--- src/rtl/mul8_pkg.sv ---
// Shared types and helpers for the two-requester shift-add multiplier scheduler.
package mul8_pkg;

  localparam int MUL_W = 8;

  typedef enum logic [2:0] {
    S_IDLE,
    S_LOAD,
    S_RUN,
    S_SIGN,
    S_RESP
  } state_t;

  typedef logic req_id_t;

  // Unsigned magnitude of a two's-complement operand; the most negative value
  // maps onto its own bit pattern (e.g. -128 -> 0x80), which is its true magnitude.
  function automatic logic [MUL_W-1:0] magnitude(input logic signed [MUL_W-1:0] v);
    logic [MUL_W-1:0] m;
    m = v[MUL_W-1] ? $unsigned(-v) : $unsigned(v);
    return m;
  endfunction

endpackage

--- src/rtl/mul8_shift_add_core.sv ---
// Bit-serial unsigned shift-add multiplier: one multiplier bit consumed per step.
module mul8_shift_add_core
  import mul8_pkg::*;
#(
  parameter int WIDTH = MUL_W
) (
  input  logic                 clk,
  input  logic                 start,
  input  logic                 step,
  input  logic [WIDTH-1:0]     mag_a,
  input  logic [WIDTH-1:0]     mag_b,
  output logic [2*WIDTH-1:0]   mag_product
);

  logic [2*WIDTH-1:0] mcand_p1;
  logic [WIDTH-1:0]   mplier_p1;
  logic [2*WIDTH-1:0] acc_p1;

  // Load on start, then add the shifted multiplicand whenever the multiplier LSB is set.
  always_ff @(posedge clk) begin
    if (start) begin
      mcand_p1  <= {{WIDTH{1'b0}}, mag_a};
      mplier_p1 <= mag_b;
      acc_p1    <= '0;
    end else if (step) begin
      if (mplier_p1[0]) acc_p1 <= acc_p1 + mcand_p1;
      mcand_p1  <= mcand_p1 << 1;
      mplier_p1 <= mplier_p1 >> 1;
    end
  end

  assign mag_product = acc_p1;

endmodule

--- src/rtl/mul8_rr_sched.sv ---
// Round-robin scheduler sharing one sequential signed multiplier between two requesters.
module mul8_rr_sched
  import mul8_pkg::*;
#(
  parameter int WIDTH = MUL_W
) (
  input  logic                      clk,
  input  logic                      rst_n,
  input  logic [1:0]                req_valid,
  output logic [1:0]                req_ready,
  input  logic signed [WIDTH-1:0]   a0,
  input  logic signed [WIDTH-1:0]   b0,
  input  logic signed [WIDTH-1:0]   a1,
  input  logic signed [WIDTH-1:0]   b1,
  output logic                      rsp_valid,
  input  logic                      rsp_ready,
  output req_id_t                   rsp_id,
  output logic signed [2*WIDTH-1:0] rsp_product,
  output logic                      busy
);

  localparam int               CNT_W    = (WIDTH > 2) ? $clog2(WIDTH) : 1;
  localparam logic [CNT_W-1:0] CNT_LAST = CNT_W'(WIDTH - 1);

  state_t                  state_q, state_d;
  req_id_t                 last_grant_q, grant;
  logic                    accept, start, step;
  logic [CNT_W-1:0]        cnt_q;
  logic signed [WIDTH-1:0] a_p0, b_p0;
  logic                    sign_p1;
  logic [WIDTH-1:0]        mag_a, mag_b;
  logic [2*WIDTH-1:0]      mag_product;

  // Re-apply the product sign; a zero magnitude stays zero either way.
  function automatic logic signed [2*WIDTH-1:0] restore_sign(input logic neg,
                                                             input logic [2*WIDTH-1:0] m);
    logic [2*WIDTH-1:0] r;
    r = neg ? -m : m;
    return $signed(r);
  endfunction

  // Arbitration: contention goes to the requester not served last; ready only in IDLE.
  always_comb begin
    grant = 1'b0;
    if (req_valid == 2'b11) grant = ~last_grant_q;
    else if (req_valid[1])  grant = 1'b1;
    req_ready = 2'b00;
    if (rst_n && (state_q == S_IDLE) && (req_valid != 2'b00)) req_ready[grant] = 1'b1;
  end

  assign accept = |(req_valid & req_ready);

  // Next-state and per-state strobes.
  always_comb begin
    state_d   = state_q;
    start     = 1'b0;
    step      = 1'b0;
    rsp_valid = 1'b0;
    busy      = (state_q != S_IDLE);
    unique case (state_q)
      S_IDLE: if (accept) state_d = S_LOAD;
      S_LOAD: begin
        start   = 1'b1;
        state_d = S_RUN;
      end
      S_RUN: begin
        step = 1'b1;
        if (cnt_q == CNT_LAST) state_d = S_SIGN;
      end
      S_SIGN: state_d = S_RESP;
      S_RESP: begin
        rsp_valid = 1'b1;
        if (rsp_ready) state_d = S_IDLE;
      end
      default: state_d = S_IDLE;
    endcase
  end

  // Control state: FSM, arbitration history, response tag and bit counter.
  always_ff @(posedge clk or negedge rst_n) begin
    if (!rst_n) begin
      state_q      <= S_IDLE;
      last_grant_q <= 1'b1;
      rsp_id       <= 1'b0;
      cnt_q        <= '0;
    end else begin
      state_q <= state_d;
      if (accept) begin
        last_grant_q <= grant;
        rsp_id       <= grant;
      end
      if (start)     cnt_q <= '0;
      else if (step) cnt_q <= cnt_q + 1'b1;
    end
  end

  // ---- stage p0: operands captured on the accepting edge ----
  // ---- stage p1: product sign captured while the core is loaded ----
  always_ff @(posedge clk) begin
    if (accept) begin
      a_p0 <= grant ? a1 : a0;
      b_p0 <= grant ? b1 : b0;
    end
    if (start) sign_p1 <= a_p0[WIDTH-1] ^ b_p0[WIDTH-1];
  end

  assign mag_a = magnitude(a_p0);
  assign mag_b = magnitude(b_p0);

  mul8_shift_add_core #(.WIDTH(WIDTH)) u_core (
    .clk         (clk),
    .start       (start),
    .step        (step),
    .mag_a       (mag_a),
    .mag_b       (mag_b),
    .mag_product (mag_product)
  );

  // ---- stage p2: signed result registered in SIGN, held through RESP ----
  always_ff @(posedge clk or negedge rst_n) begin
    if (!rst_n)                rsp_product <= '0;
    else if (state_q == S_SIGN) rsp_product <= restore_sign(sign_p1, mag_product);
  end

endmodule

--- config.mk ---
export PLATFORM = sky130hd
export DESIGN_NAME = mul8_rr_sched
export DESIGN_NICKNAME = d
export VERILOG_FILES = /design/src/rtl/mul8_pkg.sv /design/src/rtl/mul8_shift_add_core.sv /design/src/rtl/mul8_rr_sched.sv
export SDC_FILE = /design/constraint.sdc
export NUM_CORES = 1
export LEC_CHECK = 0
export CORE_UTILIZATION = 25
export CTS_CLUSTER_DIAMETER = 80
export DETAILED_ROUTE_END_ITERATION = 8
export GPL_ROUTABILITY_DRIVEN = 0
export GPL_TIMING_DRIVEN = 1
export HOLD_SLACK_MARGIN = 0.06
export PLACE_DENSITY = 0.52
export REMOVE_ABC_BUFFERS = 1
export SYNTH_ARGS = -nofsm -noshare
export SYNTH_HDL_FRONTEND = slang
export SYNTH_SLANG_ARGS = --single-unit
export TNS_END_PERCENT = 50
--- constraint.sdc ---
create_clock -name clk -period 3.2 [get_ports clk]
set_clock_uncertainty 0.2 [all_clocks]
set_input_delay 0.64 -clock clk [delete_from_list [all_inputs] [get_ports clk]]
set_output_delay 0.64 -clock clk [all_outputs]
set_load 0.1 [all_outputs]
; After elaboration in Yosys (flattened, before gate mapping)
; Cells that the tools add are included.
[word_totals]
regBits = 81
latch_bits = 0
mem_bits_rw = 0
mem_bits_ro = 0
in_bits = 37
output_inout_bits = 21
wordCells = 64
n_memories = 0
[op_classes]
addsub = 5
mul = 0
div = 0
n_lt_le_gt_ge = 2
n_eq_ne = 9
shift = 0
mux = 23
bitwise = 3
n_reduce_logical = 10
[ops]
columns = cell, count
row1 = 8-bit 2-to-1 mux, 8
row2 = 16-bit adder, 1
row3 = 16-bit 2-to-1 mux, 1
row4 = 16-bit negation, 1
row5 = 8-bit negation, 2
row6 = 3-bit 2-to-1 mux, 5
row7 = 3-bit one-hot mux with 5 select lines, 1
row8 = 3-bit by 2-bit equality test with 1-bit output (second input constant), 2
row9 = 3-bit equality test (second input constant), 2
row10 = 1-bit 2-to-1 mux, 6
row11 = 2-bit != test (second input constant), 3
row12 = 2-bit nonzero test, 2
row13 = 3-bit by 1-bit adder with 3-bit output (second input constant), 1
row14 = 3-bit by 1-bit equality test with 1-bit output (second input constant), 1
row15 = 1-bit logical AND, 3
row16 = 3-bit logical NOT, 1
row17 = 3-bit AND reduction, 1
row18 = 3-bit nonzero test, 1
row19 = 2-bit bitwise AND, 1
row20 = 2-bit equality test (second input constant), 1
row21 = 1-bit by 2-bit less-than comparator with 1-bit output (second input constant), 1
row22 = 2-bit 2-to-1 mux, 1
row23 = 2-bit AND reduction, 1
row24 = 2-bit OR reduction, 1
row25 = 4 further kinds, 4

; Longest topological paths before layout
; Gate-level depths: netlist of the first run.
[depth]
depth_word = 11
depth_mapped = 8
ltp_nobuf = 8

; Modules after synthesis
; Synthesis of the first run repeated with hierarchy kept, for this count alone.
[hier_totals]
hier_cells = 445
hier_area_um2 = 4530.6
[by_module_without_submodules]
columns = module, n_inst, cells_per_inst, area_each_um2, seq_area_each_um2
row1 = mul8_shift_add_core, 1, 234, 2318.5, 960.9
row2 = mul8_rr_sched, 1, 211, 2212.1, 1112.3

; Least setup slack after synthesis of the first run
; OpenSTA, ideal clock, no wires.
[synth_timing]
path_kind = reg-to-output
from = register state_q[0]
to = output req_ready[0]
arrival_ns = 2.925
t_required_ns = 2.360
setup_slack_ns = -0.565
stages_incl_launch_ff = 4
path_buffers = 0
path_cell_list = dfrtp_1 or3_1 or2_2 nor2_1
[synth_via]
elab_chain_len = 4
[synth_rtl]
columns = element, line_no
row1 = "start, declared", mul8_rr_sched.sv:25  ; state_t state_q, state_d;
row2 = "start signal, assigned", mul8_rr_sched.sv:87  ; state_q <= state_d;
row3 = 3-bit logical NOT, mul8_rr_sched.sv:48  ; if (rst_n && (state_q == S_IDLE) && (req_valid != 2'b00)) req_ready[grant] = 1'b1;
row4 = 1-bit logical AND (2 in series), mul8_rr_sched.sv:48
row5 = 2-bit 2-to-1 mux, mul8_rr_sched.sv:48
row6 = "end, declared", mul8_rr_sched.sv:10  ; output logic [1:0] req_ready,
; No other way between the ends.

; Final worst setup path of the first run
[layout_timing]
from = input rst_n
to = output req_ready[1]
[layout_via]
elab_chain_len = 3
[layout_rtl]
columns = element, line_no
row1 = "start, declared", mul8_rr_sched.sv:8  ; input logic rst_n,
row2 = 1-bit logical AND (2 in series), mul8_rr_sched.sv:48
row3 = 2-bit 2-to-1 mux, mul8_rr_sched.sv:48
; No other way between the ends.

==> results of run 1 <==
-- worst reg2reg max path, stage by stage (launching register included) --
cell,delay [ps]
sky130_fd_sc_hd__dfxtp_1,360
sky130_fd_sc_hd__ha_1,420
sky130_fd_sc_hd__a21oi_1,250
sky130_fd_sc_hd__o21ai_1,130
sky130_fd_sc_hd__a221oi_1,330
sky130_fd_sc_hd__a21oi_1,130
sky130_fd_sc_hd__or4_1,410
sky130_fd_sc_hd__a21oi_1,150
-- worst min-delay path by stage --
stage	startpoint	to	slack (ps)	depth (start not counted)
finish	rsp_product[7]$_DFFE_PN0P_	rsp_product[7]$_DFFE_PN0P_	280	2
global route	rsp_product[12]$_DFFE_PN0P_	rsp_product[12]$_DFFE_PN0P_	310	2
CTS	rsp_product[0]$_DFFE_PN0P_	rsp_product[0]$_DFFE_PN0P_	280	2
detailed placement	rsp_product[0]$_DFFE_PN0P_	rsp_product[0]$_DFFE_PN0P_	270	2
global placement	rsp_product[10]$_DFFE_PN0P_	rsp_product[10]$_DFFE_PN0P_	270	2
floorplan	rst_n	cnt_q[0]$_DFFE_PN0N_	140	0
-- power by group through the flow --
stage                     clock, mW  sequential, mW  combinational [mW]
final                          1.02            1.91                2.81
after global routing           1.09            1.97                3.10
after CTS                      1.06            1.91                2.84
after detailed placement          0            1.93                2.84
after global placement            0            1.91                2.79
after floorplan                   0            2.45                1.58
-- sequential cells by signal, indices dropped and copies added, names as in the netlist --
register and flops:
a_p0 8, b_p0 8, cnt_q 3, last_grant_q 1
rsp_id 1, rsp_product 16, sign_p1 1, state_q 3
u_core.mag_product 16, u_core.mcand_p1 16, u_core.mplier_p1 8
-- per-layer routing --
metal | track usage (%) | wire length, um | up-vias
li1 | - | - | 1700
met1 | 13.1 | 4360 | 1473
met2 | 17.2 | 3930 | 78
met3 | 3.45 | 436 | 13
met4 | 3.56 | 124 | 0
met5 | 0 | 0 | -
-- area by class of cell --
class                      count  share of cell area (%)
sequential                    81                    38.0
timing repair buffer          66                    11.2
multi-input combinational    325                    39.3
inverter                      14                   0.963
clock buffer                   9                    4.13
clock inverter                 7                    1.26
tap                          225                    5.16
-- layout by cell type, fill, tap and decap left out, types with 3 or more instances in the layout --
cell,synthesis,layout
sky130_fd_sc_hd__o21ai_0,51,51
sky130_fd_sc_hd__a21o_1,5,5
sky130_fd_sc_hd__mux2i_1,4,4
sky130_fd_sc_hd__clkdlybuf4s50_1,0,36
sky130_fd_sc_hd__nand4_1,3,3
sky130_fd_sc_hd__a22o_1,9,9
sky130_fd_sc_hd__nor3_1,4,4
sky130_fd_sc_hd__xnor2_1,14,14
sky130_fd_sc_hd__edfxtp_1,33,33
sky130_fd_sc_hd__mux2_2,17,17
sky130_fd_sc_hd__dfxtp_1,24,24
sky130_fd_sc_hd__or3_1,6,6
sky130_fd_sc_hd__nand3_1,13,13
sky130_fd_sc_hd__o31ai_1,6,6
sky130_fd_sc_hd__inv_1,13,13
sky130_fd_sc_hd__buf_4,0,28
sky130_fd_sc_hd__o21ai_1,5,5
sky130_fd_sc_hd__clkbuf_16,0,9
sky130_fd_sc_hd__dfrtp_1,23,23
sky130_fd_sc_hd__nand2_1,62,62
sky130_fd_sc_hd__a21oi_1,24,24
sky130_fd_sc_hd__xor2_1,21,21
sky130_fd_sc_hd__nor2b_1,3,3
sky130_fd_sc_hd__ha_1,20,20
sky130_fd_sc_hd__nor2_1,20,20
sky130_fd_sc_hd__or4_1,3,3
-- per-stage QoR --
stage          utilization (%)  hold WS [ps]  area [sq um]  instances  power (mW)
4_1_cts                   31.7           283          5460        727        5.81
2_1_floorplan                -           144          4270        420        4.03
3_3_place_gp              30.0           268          5160        711        4.71
3_5_place_dp              30.0           271          5160        711        4.77
6_report                  31.7           277          5460        727        5.74
5_1_grt                   31.7           315          5460        727        6.17
-- kinds of logic after synthesis --
group                    share of synthesized area, %
AO/OA/AOI/OAI                                    16.9
XOR/XNOR                                         6.99
adder cells (fa/ha/maj)                          6.16
buffers and inverters                            3.79
flip-flops                                       47.3
multiplexers                                     5.28
AND/OR/NAND/NOR                                  13.7
-- synth_stat cells (all sizes together) (3+ instances only) --
cell type / instances / share of area (%)
buf: 7 / 0.94
nand2: 63 / 5.4
a21oi: 25 / 2.9
a21o: 5 / 0.86
or3: 7 / 1.1
a22o: 9 / 1.8
or4: 3 / 0.51
edfxtp: 33 / 23
nand3: 13 / 1.5
mux2: 17 / 4.4
xnor2: 14 / 2.8
clkbuf: 14 / 1.7
nor3: 4 / 0.46
ha: 20 / 5.7
mux2i: 4 / 0.91
nor2b: 3 / 0.43
xor2: 21 / 4.2
nand4: 3 / 0.43
inv: 14 / 1.2
dfrtp: 23 / 13
o21ai: 56 / 6.4
nor2: 20 / 1.7
o31ai: 8 / 2.0
dfxtp: 24 / 11
==> flow_summary.html, run 1 <==
<table>
<tr><th>Metric</th><th>Value</th></tr>
<tr><th colspan="2">Timing</th></tr>
<tr><td>Hold Vio Cnt, Final</td><td>0</td></tr>
<tr><td>Slew Limit Headroom</td><td>57.9%</td></tr>
<tr><td>Worst Max-Slew Pin Slew</td><td>631 ps</td></tr>
<tr><td>Crit share post-route</td><td>92.9%</td></tr>
<tr><td>Slack of the critical path</td><td>228 ps</td></tr>
<tr><td>Slew Limit Fails</td><td>0</td></tr>
<tr><td>Minimum clock period after layout</td><td>slightly below 3000 ps</td></tr>
<tr><td>Maximum clock frequency</td><td>0.337 GHz</td></tr>
<tr><td>Final setup TNS</td><td>0 ps</td></tr>
<tr><td>Number of endpoints failing setup at the final stage</td><td>0</td></tr>
<tr><td>Unrepaired setup endpoints after global routing</td><td>no</td></tr>
<tr><th colspan="2">Route</th></tr>
<tr><td>Iteration count of the initial detailed-routing pass</td><td>4</td></tr>
<tr><td>Post-detailed-route via-to-cell ratio</td><td>4.49</td></tr>
<tr><td>Count of antenna-violating nets left after detailed routing</td><td>0</td></tr>
<tr><td>Overall via count from detail_route</td><td>3264</td></tr>
<tr><td>Post-route DRC</td><td>0</td></tr>
<tr><td>Number of DRC violations after detailed-routing iteration 0</td><td>between 150 and 200</td></tr>
<tr><td>DRT Wirelength</td><td>between 8 and 9 mm</td></tr>
<tr><td>Routed length per instance</td><td>12.2 um</td></tr>
<tr><th colspan="2">Critical path</th></tr>
<tr><td>Slowest cell delay on critical path</td><td>540 ps</td></tr>
<tr><td>Launching instance or port of the critical path</td><td>rst_n</td></tr>
<tr><td>Critical R2R Launch</td><td>u_core.mag_product[10]$_SDFFE_PP0P_</td></tr>
<tr><td>Cell depth of the worst flop-to-flop path</td><td>7</td></tr>
<tr><td>Launching element type of the critical path</td><td>primary input</td></tr>
<tr><td>Series of cell instances along the critical path</td><td>clkdlybuf4s50_1 -&gt; o21ai_0 -&gt; or2_2 -&gt; inv_1 -&gt; and2_1 -&gt; buf_12</td></tr>
<tr><td>Critical Setup Path Class</td><td>in2out</td></tr>
<tr><td>Largest fanout on the critical path</td><td>4</td></tr>
<tr><td>Register-to-register setup slack</td><td>approximately 750 ps</td></tr>
<tr><td>End of the worst register-to-register path</td><td>u_core.mag_product[15]$_SDFFE_PP0P_</td></tr>
<tr><td>Cell class contributing the biggest share of worst-path delay</td><td>buffers and inverters</td></tr>
<tr><td>Critical path endpoint category</td><td>primary output</td></tr>
<tr><td>Worst path depth</td><td>6</td></tr>
<tr><td>Data required time of the worst path</td><td>2360 ps</td></tr>
<tr><td>Worst setup path end</td><td>req_ready[1]</td></tr>
<tr><td>Slowest stage cell, crit path</td><td>sky130_fd_sc_hd__clkdlybuf4s50_1</td></tr>
<tr><td>Worst path bufs/invs</td><td>3</td></tr>
<tr><td>Crit path arrival time</td><td>2130 ps</td></tr>
<tr><th colspan="2">Clocking</th></tr>
<tr><td>CTS tree</td><td>yes</td></tr>
<tr><td>Insertion delay to the later sink of the worst-skew pair</td><td>approximately 350 ps</td></tr>
<tr><td>TritonCTS Sinks</td><td>slightly above 80</td></tr>
<tr><td>Library cell used as clock root buffer</td><td>sky130_fd_sc_hd__clkbuf_16</td></tr>
<tr><td>Hold-fix buffer count after cts</td><td>0</td></tr>
<tr><td>H-tree depth</td><td>3</td></tr>
<tr><td>Post-CTS setup buffer count</td><td>0</td></tr>
<tr><td>Bufs on Longest Clock Path</td><td>2</td></tr>
<tr><td>Clock transition at the registers of the reported paths</td><td>50 ps</td></tr>
<tr><td>TritonCTS buffer count</td><td>9</td></tr>
<tr><td>Number of gates given a new drive strength after cts</td><td>0</td></tr>
<tr><th colspan="2">Die</th></tr>
<tr><td>Die Ht</td><td>~130 um</td></tr>
<tr><td>Initial core utilization</td><td>between 20 and 30%</td></tr>
<tr><td>Die area</td><td>18100 sq um</td></tr>
<tr><td>Width of the die</td><td>134 um</td></tr>
<tr><td>CORE AREA</td><td>17200 sq um</td></tr>
<tr><td>Cell row count</td><td>48</td></tr>
<tr><td>Boundary Pins</td><td>58</td></tr>
<tr><th colspan="2">Run</th></tr>
<tr><td>Maximum Capacitance Violations</td><td>0</td></tr>
<tr><th colspan="2">Placement</th></tr>
<tr><td>Worst Setup Slack post-DPL</td><td>181 ps</td></tr>
<tr><td>HPWL after detailed placement</td><td>between 6 and 7 mm</td></tr>
<tr><td>Port Buffer Count</td><td>57</td></tr>
<tr><th colspan="2">Power</th></tr>
<tr><td>Comb power frac</td><td>around half</td></tr>
<tr><td>Relative contribution of the clock network to total power</td><td>roughly 18%</td></tr>
<tr><td>Leakage power total</td><td>approximately 2.2 nW</td></tr>
<tr><td>Internal Dissipation</td><td>3.12 mW</td></tr>
<tr><td>Total power density per cell area</td><td>between 1000 and 1500 nW/um^2</td></tr>
<tr><td>Seq pwr share</td><td>33.2%</td></tr>
<tr><td>Net switching power of the design</td><td>roughly 2.6 mW</td></tr>
<tr><td>Proportion of total power due to net switching</td><td>45.7%</td></tr>
<tr><td>VDD IR-drop max</td><td>0.000626 V</td></tr>
<tr><th colspan="2">Synthesis</th></tr>
<tr><td>Async S/R FF share, synth</td><td>29.6%</td></tr>
<tr><td>Post-synthesis area per instance</td><td>9.95 sq um</td></tr>
<tr><td>Post-synthesis sequential element count</td><td>between 80 and 90</td></tr>
<tr><td>Dominant synthesized flop cell</td><td>sky130_fd_sc_hd__edfxtp_1</td></tr>
<tr><td>Sequential-to-total area share from yosys stat</td><td>47.3%</td></tr>
<tr><td>Synth Instances</td><td>441</td></tr>
<tr><td>Synthesized cell area</td><td>4390 sq um</td></tr>
<tr><td>Yosys cell types</td><td>56</td></tr>
<tr><td>Number of enable flip-flop cells after synthesis</td><td>33</td></tr>
<tr><td>Number of synthesis warnings</td><td>0</td></tr>
<tr><th colspan="2">Cells and area</th></tr>
<tr><td>Area growth, synth to finish</td><td>24.4%</td></tr>
<tr><td>Fin nets</td><td>~560</td></tr>
<tr><td>Sequential cell area in the final layout</td><td>2070 sq um</td></tr>
<tr><td>Number of filler cells placed in the layout</td><td>between 1500 and 2000</td></tr>
<tr><td>Number of inserted diodes</td><td>0</td></tr>
<tr><td>Area taken by multi-input logic gates</td><td>2150 sq um</td></tr>
<tr><td>Share of cells above drive strength 1</td><td>13.9%</td></tr>
<tr><th colspan="2">GRT</th></tr>
<tr><td>Wire length of the first global-routing pass</td><td>15.0 mm</td></tr>
<tr><td>Global router's overall resource usage</td><td>10.6%</td></tr>
<tr><td>Largest net degree at the start of global routing</td><td>39</td></tr>
<tr><td>Antenna violations before repair</td><td>0</td></tr>
<tr><td>Total gr overflow</td><td>0</td></tr>
<tr><td>Number of global-route vias before repair</td><td>3120</td></tr>
<tr><th colspan="2">Worst hold path</th></tr>
<tr><td>Worst min path class</td><td>reg2reg</td></tr>
<tr><th colspan="2">Status</th></tr>
<tr><td>Run status</td><td>completed</td></tr>
</table>
(Power assumes the default switching activity.)
==> inputs of run 2 (changes only) <==
Settings changed: REMOVE_ABC_BUFFERS 1 to not set.
==> run 2 against run 1 <==
Via count is 0.67% higher. Fmax is 3.5% higher. Non-clock buffer count is 2 lower. Clock power hardly changed. First-iteration DRC count is 3.8% higher. Register-to-register slack worse by 90 ps. Final area hardly changed. Die area stayed put. Core utilization hardly changed. Flip-flop and latch count stayed put. Wire length is 0.91% lower. Sequential share of layout area hardly changed. Critical path type is now reg2out. Largest power group unchanged.
==> flow_summary.html, run 2 (synthesis gave the netlist of run 1 again) <==
<table>
<tr><th>Metric</th><th>Value</th></tr>
<tr><th colspan="2">Cells and area</th></tr>
<tr><td>Share of cells above drive strength 1</td><td>14.4% (+0.46 points)</td></tr>
<tr><td>Area taken by multi-input logic gates</td><td>2150 sq um (+0.29%)</td></tr>
<tr><td>Area of all placed cells without fillers</td><td>5460 sq um (about the same)</td></tr>
<tr><td>Number of filler cells placed in the layout</td><td>1778 (+1.1%)</td></tr>
<tr><td>Cell Count, Final, Fillers Out</td><td>725 (-0.28%)</td></tr>
<tr><td>Most frequent standard cell in the layout excluding fill and tap cells</td><td>sky130_fd_sc_hd__nand2_1</td></tr>
<tr><td>Fin nets</td><td>553 (-0.36%)</td></tr>
<tr><td>Most frequent cells in the layout</td><td>62 x sky130_fd_sc_hd__nand2_1, 51 x sky130_fd_sc_hd__o21ai_0, 36 x sky130_fd_sc_hd__clkdlybuf4s50_1</td></tr>
<tr><td>Area growth, synth to finish</td><td>24.4% (about the same)</td></tr>
<tr><td>Sequential cell area in the final layout</td><td>2070 sq um (unchanged)</td></tr>
<tr><td>Number of inserted diodes</td><td>0 (unchanged)</td></tr>
<tr><th colspan="2">Power</th></tr>
<tr><td>Comb power frac</td><td>49.1% (about the same)</td></tr>
<tr><td>Net switching power of the design</td><td>2.63 mW (+0.15%)</td></tr>
<tr><td>Proportion of total power due to net switching</td><td>45.9% (+0.18 points)</td></tr>
<tr><td>Internal Dissipation</td><td>3.10 mW (-0.57%)</td></tr>
<tr><td>Leakage power total</td><td>2.21 nW (-0.55%)</td></tr>
<tr><td>Relative contribution of the clock network to total power</td><td>17.7% (about the same)</td></tr>
<tr><td>Total power density per cell area</td><td>1050 nW/um^2 (-0.20%)</td></tr>
<tr><td>Seq pwr share</td><td>33.2% (about the same)</td></tr>
<tr><td>VDD IR-drop max</td><td>0.000719 V (+15%)</td></tr>
<tr><th colspan="2">Critical path</th></tr>
<tr><td>Launching element type of the critical path</td><td>flip-flop</td></tr>
<tr><td>Critical R2R Launch</td><td>state_q[1]$_DFFE_PN0P_</td></tr>
<tr><td>Cell depth of the worst flop-to-flop path</td><td>4 (-3)</td></tr>
<tr><td>Critical Setup Path Class</td><td>reg2out</td></tr>
<tr><td>Crit path arrival time</td><td>2030 ps (-100 ps)</td></tr>
<tr><td>Largest fanout on the critical path</td><td>6 (+2)</td></tr>
<tr><td>Register-to-register setup slack</td><td>660 ps (-90 ps)</td></tr>
<tr><td>Critical path endpoint category</td><td>primary output</td></tr>
<tr><td>Data required time of the worst path</td><td>2360 ps (about the same)</td></tr>
<tr><td>Worst setup path end</td><td>req_ready[1]</td></tr>
<tr><td>Launching instance or port of the critical path</td><td>state_q[0]$_DFFE_PN0P_</td></tr>
<tr><td>End of the worst register-to-register path</td><td>u_core.mcand_p1[0]$_SDFFCE_PN0N_</td></tr>
<tr><th colspan="2">GRT</th></tr>
<tr><td>Wire length of the first global-routing pass</td><td>14.9 mm (-0.69%)</td></tr>
<tr><td>Largest net degree at the start of global routing</td><td>39 (unchanged)</td></tr>
<tr><td>Number of global-route vias before repair</td><td>3150 (+0.96%)</td></tr>
<tr><td>Global router's overall resource usage</td><td>10.4% (-0.18 points)</td></tr>
<tr><td>Antenna violations before repair</td><td>0 (unchanged)</td></tr>
<tr><td>Total gr overflow</td><td>0 (unchanged)</td></tr>
<tr><th colspan="2">Clocking</th></tr>
<tr><td>TritonCTS buffer count</td><td>9 (unchanged)</td></tr>
<tr><td>CTS tree</td><td>yes</td></tr>
<tr><td>Post-CTS setup buffer count</td><td>0 (unchanged)</td></tr>
<tr><td>Clock transition at the registers of the reported paths</td><td>60 ps (about the same)</td></tr>
<tr><td>Bufs on Longest Clock Path</td><td>2 (unchanged)</td></tr>
<tr><td>TritonCTS Sinks</td><td>81 (unchanged)</td></tr>
<tr><td>Hold-fix buffer count after cts</td><td>0 (unchanged)</td></tr>
<tr><td>Number of gates given a new drive strength after cts</td><td>0 (unchanged)</td></tr>
<tr><td>H-tree depth</td><td>3 (unchanged)</td></tr>
<tr><td>Library cell used as clock root buffer</td><td>sky130_fd_sc_hd__clkbuf_16</td></tr>
<tr><td>Insertion delay to the later sink of the worst-skew pair</td><td>340 ps (about the same)</td></tr>
<tr><th colspan="2">Status</th></tr>
<tr><td>Run status</td><td>completed</td></tr>
<tr><th colspan="2">Die</th></tr>
<tr><td>Cell row count</td><td>48 (unchanged)</td></tr>
<tr><td>Die area</td><td>18100 sq um (unchanged)</td></tr>
<tr><td>Boundary Pins</td><td>58 (unchanged)</td></tr>
<tr><td>CORE AREA</td><td>17200 sq um (unchanged)</td></tr>
<tr><td>Initial core utilization</td><td>25.5% (unchanged)</td></tr>
<tr><td>Die Ht</td><td>134 um (unchanged)</td></tr>
<tr><td>Width of the die</td><td>134 um (unchanged)</td></tr>
<tr><th colspan="2">Timing</th></tr>
<tr><td>Slew Limit Fails</td><td>0 (unchanged)</td></tr>
<tr><td>Maximum clock frequency</td><td>0.348 GHz (+3.5%)</td></tr>
<tr><td>Unrepaired setup endpoints after global routing</td><td>no</td></tr>
<tr><td>Crit share post-route</td><td>89.8% (-3.1 points)</td></tr>
<tr><td>Final hold slack</td><td>277 ps (+0.134 ps)</td></tr>
<tr><td>Number of endpoints failing setup at the final stage</td><td>0 (unchanged)</td></tr>
<tr><td>Final setup TNS</td><td>0 ps (unchanged)</td></tr>
<tr><td>Hold Vio Cnt, Final</td><td>0 (unchanged)</td></tr>
<tr><td>Minimum clock period after layout</td><td>2870 ps (-99.2 ps)</td></tr>
<tr><td>Slew Limit Headroom</td><td>46.1% (-12 points)</td></tr>
<tr><td>Worst Max-Slew Pin Slew</td><td>806 ps (+174 ps)</td></tr>
<tr><td>Slack of the critical path</td><td>328 ps (+99.2 ps)</td></tr>
<tr><th colspan="2">Worst hold path</th></tr>
<tr><td>Worst min path class</td><td>reg2reg</td></tr>
<tr><td>Count of cells along the worst hold path</td><td>2 (unchanged)</td></tr>
<tr><th colspan="2">Placement</th></tr>
<tr><td>Post-DP Area</td><td>5160 sq um (-0.17%)</td></tr>
<tr><td>Worst Setup Slack post-DPL</td><td>364 ps (+183 ps)</td></tr>
<tr><td>Port Buffer Count</td><td>57 (unchanged)</td></tr>
<tr><td>Cell Count Post-Placement</td><td>709 (-0.28%)</td></tr>
<tr><td>HPWL after detailed placement</td><td>6.65 mm (-0.68%)</td></tr>
<tr><th colspan="2">Route</th></tr>
<tr><td>Routed length per instance</td><td>12.1 um (-0.64%)</td></tr>
<tr><td>Count of antenna-violating nets left after detailed routing</td><td>0 (unchanged)</td></tr>
<tr><td>Iteration count of the initial detailed-routing pass</td><td>4 (unchanged)</td></tr>
<tr><td>Post-detailed-route via-to-cell ratio</td><td>4.53 (+0.95%)</td></tr>
<tr><td>Post-route DRC</td><td>0 (unchanged)</td></tr>
<tr><td>Number of DRC violations after detailed-routing iteration 0</td><td>164 (+3.8%)</td></tr>
<tr><td>Overall via count from detail_route</td><td>3286 (+0.67%)</td></tr>
<tr><td>DRT Wirelength</td><td>8.77 mm (-0.91%)</td></tr>
<tr><th colspan="2">Synthesis</th></tr>
<tr><td>Number of nets produced by synthesis</td><td>~500</td></tr>
<tr><th colspan="2">Run</th></tr>
<tr><td>Maximum Capacitance Violations</td><td>0 (unchanged)</td></tr>
</table>
==> run 2: cell types whose count changed in the layout (fill, tap and decap cells not counted), moves of 2 or more <==
cell	previous run	this run
sky130_fd_sc_hd__clkinv_1	2	0
sky130_fd_sc_hd__clkinv_4	2	0
sky130_fd_sc_hd__buf_4	28	26
sky130_fd_sc_hd__clkinvlp_4	0	2
==> run 2: worst min path at each step <==
stage | from | endpoint | slack, ps
after floorplan | rst_n | cnt_q[0]$_DFFE_PN0N_ | 140
after global placement | rsp_product[12]$_DFFE_PN0P_ | rsp_product[12]$_DFFE_PN0P_ | 270
after detailed placement | rsp_product[5]$_DFFE_PN0P_ | rsp_product[5]$_DFFE_PN0P_ | 270
after CTS | rsp_product[5]$_DFFE_PN0P_ | rsp_product[5]$_DFFE_PN0P_ | 280
after global routing | rsp_product[6]$_DFFE_PN0P_ | rsp_product[6]$_DFFE_PN0P_ | 320
final | rsp_product[10]$_DFFE_PN0P_ | rsp_product[10]$_DFFE_PN0P_ | 280
==> run 2: metrics by stage <==
step / utilization (%) / power, mW
final: 31.7 / 5.73
after detailed placement: 29.9 / 4.75
after CTS: 31.7 / 5.79
after global placement: 29.9 / 4.69
after floorplan: - / 4.09
after global routing: 31.7 / 6.15
==> run 2: layout make-up <==
type | count | area share [%]
clock buffer | 12 | 4.91
clock inverter | 4 | 0.596
inverter | 14 | 0.963
multi-input combinational | 325 | 39.5
sequential | 81 | 38.0
tap | 225 | 5.16
timing repair buffer | 64 | 10.9
==> run 2: power groups by stage <==
stage	clock [mW]	combinational, mW	sequential, mW
4_1_cts	1.05	2.83	1.91
3_5_place_dp	0	2.82	1.93
2_1_floorplan	0	1.65	2.44
6_report	1.01	2.81	1.90
3_3_place_gp	0	2.78	1.91
5_1_grt	1.08	3.10	1.97
==> run 2: critical path: stages (launching register included) <==
cell	delay [ps]
sky130_fd_sc_hd__dfrtp_1	420
sky130_fd_sc_hd__or3_2	500
sky130_fd_sc_hd__or2_2	350
sky130_fd_sc_hd__inv_1	90
sky130_fd_sc_hd__and2_4	170
sky130_fd_sc_hd__buf_12	170
==> run 2: per-layer routing <==
layer	up-vias	track usage, %	wire (um)
li1	1696	-	-
met1	1484	13.7	4470
met2	98	16.5	3730
met3	8	3.00	476
met4	0	3.18	91
met5	-	0	0
==> inputs of run 3 (changes only) <==
Settings changed: HOLD_SLACK_MARGIN 0.06 to 0.12.
==> results of run 3 <==
Same layout as run 2: the final DEF is identical, and so are final timing and power.
